[config.mk]
export PLATFORM = sky130hd
export DESIGN_NAME = f_pc_redirect
export DESIGN_NICKNAME = d
export VERILOG_FILES = /design/src/rtl/f_pc_redirect.sv
export SDC_FILE = /design/constraint.sdc
export NUM_CORES = 1
export LEC_CHECK = 0
export BUFFER_PORTS_ARGS = -buffer_cell sky130_fd_sc_hd__buf_2
export CORE_MARGIN = 3
export CORE_UTILIZATION = 45
export DETAILED_ROUTE_END_ITERATION = 6
export GPL_TIMING_DRIVEN = 0
export PLACE_DENSITY = 0.73
export RECOVER_POWER = 100
export SLEW_MARGIN = 20
export SYNTH_ARGS = -nofsm -noshare
export SYNTH_HDL_FRONTEND = slang
export SYNTH_SLANG_ARGS = --single-unit
[constraint.sdc]
create_clock -name clk -period 5.3 [get_ports clk]
set_input_delay 1.06 -clock clk [delete_from_list [all_inputs] [get_ports clk]]
set_output_delay 1.06 -clock clk [all_outputs]
set_load 0.05 [all_outputs]
[src/rtl/f_pc_redirect.sv]
// Fetch PC register and F/D pipeline register. Redirects fetch from the D-stage
// branch/jump decision, squashes annulled delay slots and holds under stall.
module f_pc_redirect #(
  parameter logic [31:0] RESET_PC  = 32'h0000_3000,
  parameter logic [31:0] NOP_INSTR = 32'h0000_0000
) (
  input  logic        clk,
  input  logic        reset,
  input  logic        stall,
  input  logic [31:0] F_Instr,
  input  logic [1:0]  D_NPCOp,
  input  logic        D_B_jump,
  input  logic        D_Flush_check,
  input  logic [15:0] D_Imm16,
  input  logic [25:0] D_Imm26,
  input  logic [31:0] D_RS_Data,
  output logic [31:0] F_PC,
  output logic [31:0] D_Instr,
  output logic [31:0] D_PC
);

  typedef enum logic [1:0] {
    NpcPc4    = 2'd0,
    NpcBranch = 2'd1,
    NpcJump   = 2'd2,
    NpcJr     = 2'd3
  } npc_op_e;

  typedef enum logic [1:0] {StRun, StHold, StSquash} mode_e;

  logic [31:0] f_pc_q, d_instr_q, d_pc_q;
  logic [31:0] pc4, br_target, npc;
  mode_e       mode;

  assign pc4       = f_pc_q + 32'd4;
  assign br_target = d_pc_q + 32'd4 + {{14{D_Imm16[15]}}, D_Imm16, 2'b00};

  always_comb begin
    npc = pc4;
    unique case (npc_op_e'(D_NPCOp))
      NpcPc4:    npc = pc4;
      NpcBranch: npc = D_B_jump ? br_target : pc4;
      NpcJump:   npc = {d_pc_q[31:28], D_Imm26, 2'b00};
      NpcJr:     npc = D_RS_Data;
    endcase
  end

  // Stall outranks flush: comparator inputs may be unforwarded while stalled.
  always_comb begin
    mode = StRun;
    if (stall) begin
      mode = StHold;
    end else if (D_Flush_check) begin
      mode = StSquash;
    end
  end

  always_ff @(posedge clk) begin
    if (reset) begin
      f_pc_q    <= RESET_PC;
      d_instr_q <= NOP_INSTR;
      d_pc_q    <= RESET_PC;
    end else begin
      case (mode)
        StHold: begin
          f_pc_q    <= f_pc_q;
          d_instr_q <= d_instr_q;
          d_pc_q    <= d_pc_q;
        end
        StSquash: begin
          f_pc_q    <= npc;
          d_instr_q <= NOP_INSTR;
          d_pc_q    <= f_pc_q;
        end
        default: begin
          f_pc_q    <= npc;
          d_instr_q <= F_Instr;
          d_pc_q    <= f_pc_q;
        end
      endcase
    end
  end

  assign F_PC    = f_pc_q;
  assign D_Instr = d_instr_q;
  assign D_PC    = d_pc_q;

endmodule
== Yosys cells after proc, flatten, opt, wreduce, memory -nomap -nowiden ==
Index checks and enable logic that the tools add are counted.

* Register bits after elaboration: 96
* Input port bits: 113
* Output and inout port bits: 96

* Add/sub/neg operators: 3
* Eq/ne operators: 5
* Multiplexer cells: 5
* Reductions and logical operators: 1

{| class="wikitable"
|+ Operators by type and width
! operator !! count
|-
| $pmux 32 s4 || 1
|-
| $add 32x3->32 const B || 2
|-
| $pmux 32 s2 || 1
|-
| $add 32x32->32 || 1
|-
| $mux 32 || 1
|-
| $eq 2x2->1 const B || 3
|-
| $eq 2x1->1 const B || 2
|-
| $mux 2 || 2
|-
| $logic_not 2->1 || 1
|}

== Longest topological paths before layout ==
* Word-level depth: 4
* Depth in mapped cells: 13
* Depth with buffers taken out: 13

== Least setup slack after synthesis ==
No wires, ideal clock.

* Path type: input -> register
* From: in D_Imm16[1]
* To: reg f_pc_q[25] (netlist: F_PC[25])
* Library setup time: 0.081 ns
* Arrival: 3.292 ns
* Required time: 5.219 ns
* Slack: 1.928 ns
* Cell stages on the path: 11
* Cell sequence: ha_1 > ha_1 > inv_1 > fa_1 > nor2b_1 > o2111ai_2 > a31oi_2 > o211a_1 > o2111ai_1 > a211o_1 > a41oi_1

* Cells in the longest elaborated chain, start to end: 3

{| class="wikitable"
|+ Ends and longest elaborated chain
! what !! RTL line !! RTL
|-
| start: declaration || 14 || <nowiki>input logic [15:0] D_Imm16,</nowiki>
|-
| $add 32x32->32 || 36 || <nowiki>assign br_target = d_pc_q + 32'd4 + {{14{D_Imm16[15]}}, D_Imm16, 2'b00};</nowiki>
|-
| $mux 32 || 42 || <nowiki>NpcBranch: npc = D_B_jump ? br_target : pc4;</nowiki>
|-
| $pmux 32 s4 || 40 || <nowiki>unique case (npc_op_e'(D_NPCOp))</nowiki>
|-
| end signal: assignment || 66 || <nowiki>f_pc_q <= f_pc_q;</nowiki>
|-
| end signal: assignment || 71 || <nowiki>f_pc_q <= npc;</nowiki>
|-
| end signal: assignment || 76 || <nowiki>f_pc_q <= npc;</nowiki>
|-
| end: declaration || 31 || <nowiki>logic [31:0] f_pc_q, d_instr_q, d_pc_q;</nowiki>
|}

Every way passes these cells.
A chain may end at the register's enable or synchronous reset.

== Worst setup path in the final report ==
Ends and elaborated chain as after synthesis.

==> metrics <==
outcome=finished clean; # fillers=1471; GR Util All Layers=0.271; Slew @ Worst Pin=0.934 ns; synth unique cells=77; Detail Route Antenna Nets=0; critical path capture point type=flip-flop; full die area=16600 um2; layout cells sized above 1=0.144; Final min period=3.68 ns; DRT iter0 DRCs=710; simple-gate portion of the synthesized area=0.200; predominant post-synthesis flop cell=dfxtp_1; power density over the cells=255 nW/um2; FF+latch count, synth=96; main combinational cell family by area after synthesis=compound AO/OA/AOI/OAI gates; clk_skew=0.0120 ns; pins over their slew limit=0; Detail Placement HPWL=18000 um; Post-Layout Cell Count=1245; Worst Hold Class=reg2reg; Max Clock Freq=0.272 GHz; sequential-to-total area share from yosys stat=0.282; vias in the first global route=6674; Starting Density=0.465; ant diodes=0; IO buf count=206; Die Height=129 um; first-pass GRT wire length=35500 um; CP Max Fanout=6; crit path DAT=3.98 ns; Post-synth ARST share=0; Setup TNS Final=0 ns; Pleak=3.55 nW; hold buffers post-CTS=0; Final Hold Violating Endpoints=0; largest net degree at the start of global routing=22; post-cts gate resize count=0; area share of fa/ha/maj cells after synthesis=0.110; cell count after placement=1229; initial antenna violation count=0; synthesis-to-layout area growth=20.9%; routed len/inst=18.8 um; Post-CTS Setup Repair Bufs=0; Root Buffer=clkbuf_16; multiplexer area fraction after synthesis=0.0864; relative slew slack=0.378; final setup fails=0; Syn Nets=1011; Ports=209; RSZ-0062 raised after global routing=no; crit path launch type=input port; Bufs on Longest Clock Path=2; Reg clk slew, reported paths=0.08 ns; clock buffer count from CTS=9; fin crit share=0.695; Post-Syn Area per Cell=8.12 um2; total congestion overflow after global routing=0; CTS tree=built; CP required=5.60 ns; GPL Wtd Cong=0.937; r2r setup slk=2.06 ns; warnings from Yosys=0; Compound-Gate Fraction of Synth Area=0.234; mapped cell area=6810 um2; CP Class=in2reg; core area=14600 um2; CTS sink cnt=96; DR pass1 iterations=5; DRT Wirelength=23400 um; DRC=0; count of flip-flops with a built-in enable after synthesis=0; nets@finish=1228; XOR/XNOR Fraction of Synth Area=0.0412; vias per inst=5.96; H-tree level count=3; Cells after Synth=839; row count=44; chip width=129 um; Skew-Pair Late Insertion Delay=0.37 ns; maxcap violations=0; Peak VDD IR=0.000156 V; DR vias=7423
==> kinds of logic after synthesis <==
| kind of cell | count (synthesis) |
|---|---|
| buffers and inverters | 75 |
| adders and majority gates | 59 |
| and+or+nand+nor | 287 |
| DFF | 96 |
| xor gates and xnor gates | 32 |
| muxes | 58 |
| AOI/OAI and AO/OA | 232 |
==> layout make-up <==
class                   count  area [um2]  area share
inverters                  25        93.8      0.0114
clock inverters             7        93.8      0.0114
plain buffers              50         219      0.0266
well taps                 184         230      0.0280
flip-flops and latches     96        1920       0.234
clock buffers               9         225      0.0274
multi-input cells         668        4540       0.551
repair buffers            206         907       0.110
==> cells in the mapped netlist (14+ instances only) <==
library cell | count | area (um2)
a21o_1 | 14 | 105
a21oi_1 | 51 | 255
a221oi_1 | 14 | 123
a22oi_1 | 33 | 248
clkbuf_1 | 32 | 120
dfxtp_1 | 96 | 1920
ha_1 | 58 | 726
inv_1 | 25 | 93.8
mux2i_1 | 52 | 521
nand2_1 | 59 | 221
nand3_1 | 16 | 80.1
nand4_1 | 18 | 113
nor2_1 | 119 | 447
nor3_1 | 21 | 105
o21ai_0 | 48 | 240
xnor2_1 | 30 | 263
==> power breakdown <==
part / switching (mW) / total, mW / internal, mW
Sequential: 0.0473 / 0.806 / 0.759
Clock: 0.357 / 0.699 / 0.342
Combinational: 0.404 / 0.598 / 0.193
==> metal layers <==
| layer | track usage | part of all wire | routed length (um) | vias up |
|---|---|---|---|---|
| met5 | 0 | 0 | 0 | - |
| met4 | 0.0877 | 0.026 | 618 | 0 |
| met3 | 0.0416 | 0.090 | 2110 | 42 |
| met2 | 0.438 | 0.46 | 10800 | 371 |
| met1 | 0.370 | 0.42 | 9850 | 3467 |
| li1 | - | - | - | 3543 |
==> path summary, 6_finish.rpt <==
path                         startpoint                    end  depth (start not counted)
setup / recovery             D_Imm16[1]  F_PC[25]$_SDFFE_PP0P_                         12
hold / removal    D_PC[12]$_SDFFE_PP1P_  D_PC[12]$_SDFFE_PP1P_                          1
setup reg to reg   D_PC[2]$_SDFFE_PP0P_  F_PC[25]$_SDFFE_PP0P_                         13
hold reg to reg   D_PC[12]$_SDFFE_PP1P_  D_PC[12]$_SDFFE_PP1P_                          1
==> critical path: stages <==
cell and delay [ns]:
buf_2 0.10, ha_1 0.27, ha_1 0.19, inv_1 0.06, fa_1 0.40, nor2b_1 0.20, o2111ai_1 0.17, a31oi_1 0.58
o211a_1 0.29, o2111ai_1 0.12, a211o_1 0.34, a41oi_1 0.19
==> state kept, by name, summed over array words and instances (netlist names) <==
| name | flops |
|---|---|
| D_PC | 32 |
| D_Instr | 32 |
| F_PC | 32 |
==> placed cells by master (no fill, tap or decap), drive strengths merged, types with 34 or more instances in the layout <==
cell type,n
mux2i,52
o21ai,51
ha,58
a21oi,53
a22oi,34
clkbuf,147
nand2,60
nor2,119
dfxtp,96
buf,118
==> through the flow <==
step	worst slack [ns]	hold slack, ns	util	power [mW]	cell area (um2)
floorplan	1.93	0.720	-	1.24	6810
global placement	1.47	0.479	0.551	1.42	8070
detailed placement	1.45	0.486	0.551	1.42	8070
CTS	1.82	0.504	0.573	2.11	8390
global route	1.39	0.536	0.562	2.19	8230
finish	1.62	0.504	0.562	2.10	8230
Power figures use the tool's default switching activity.
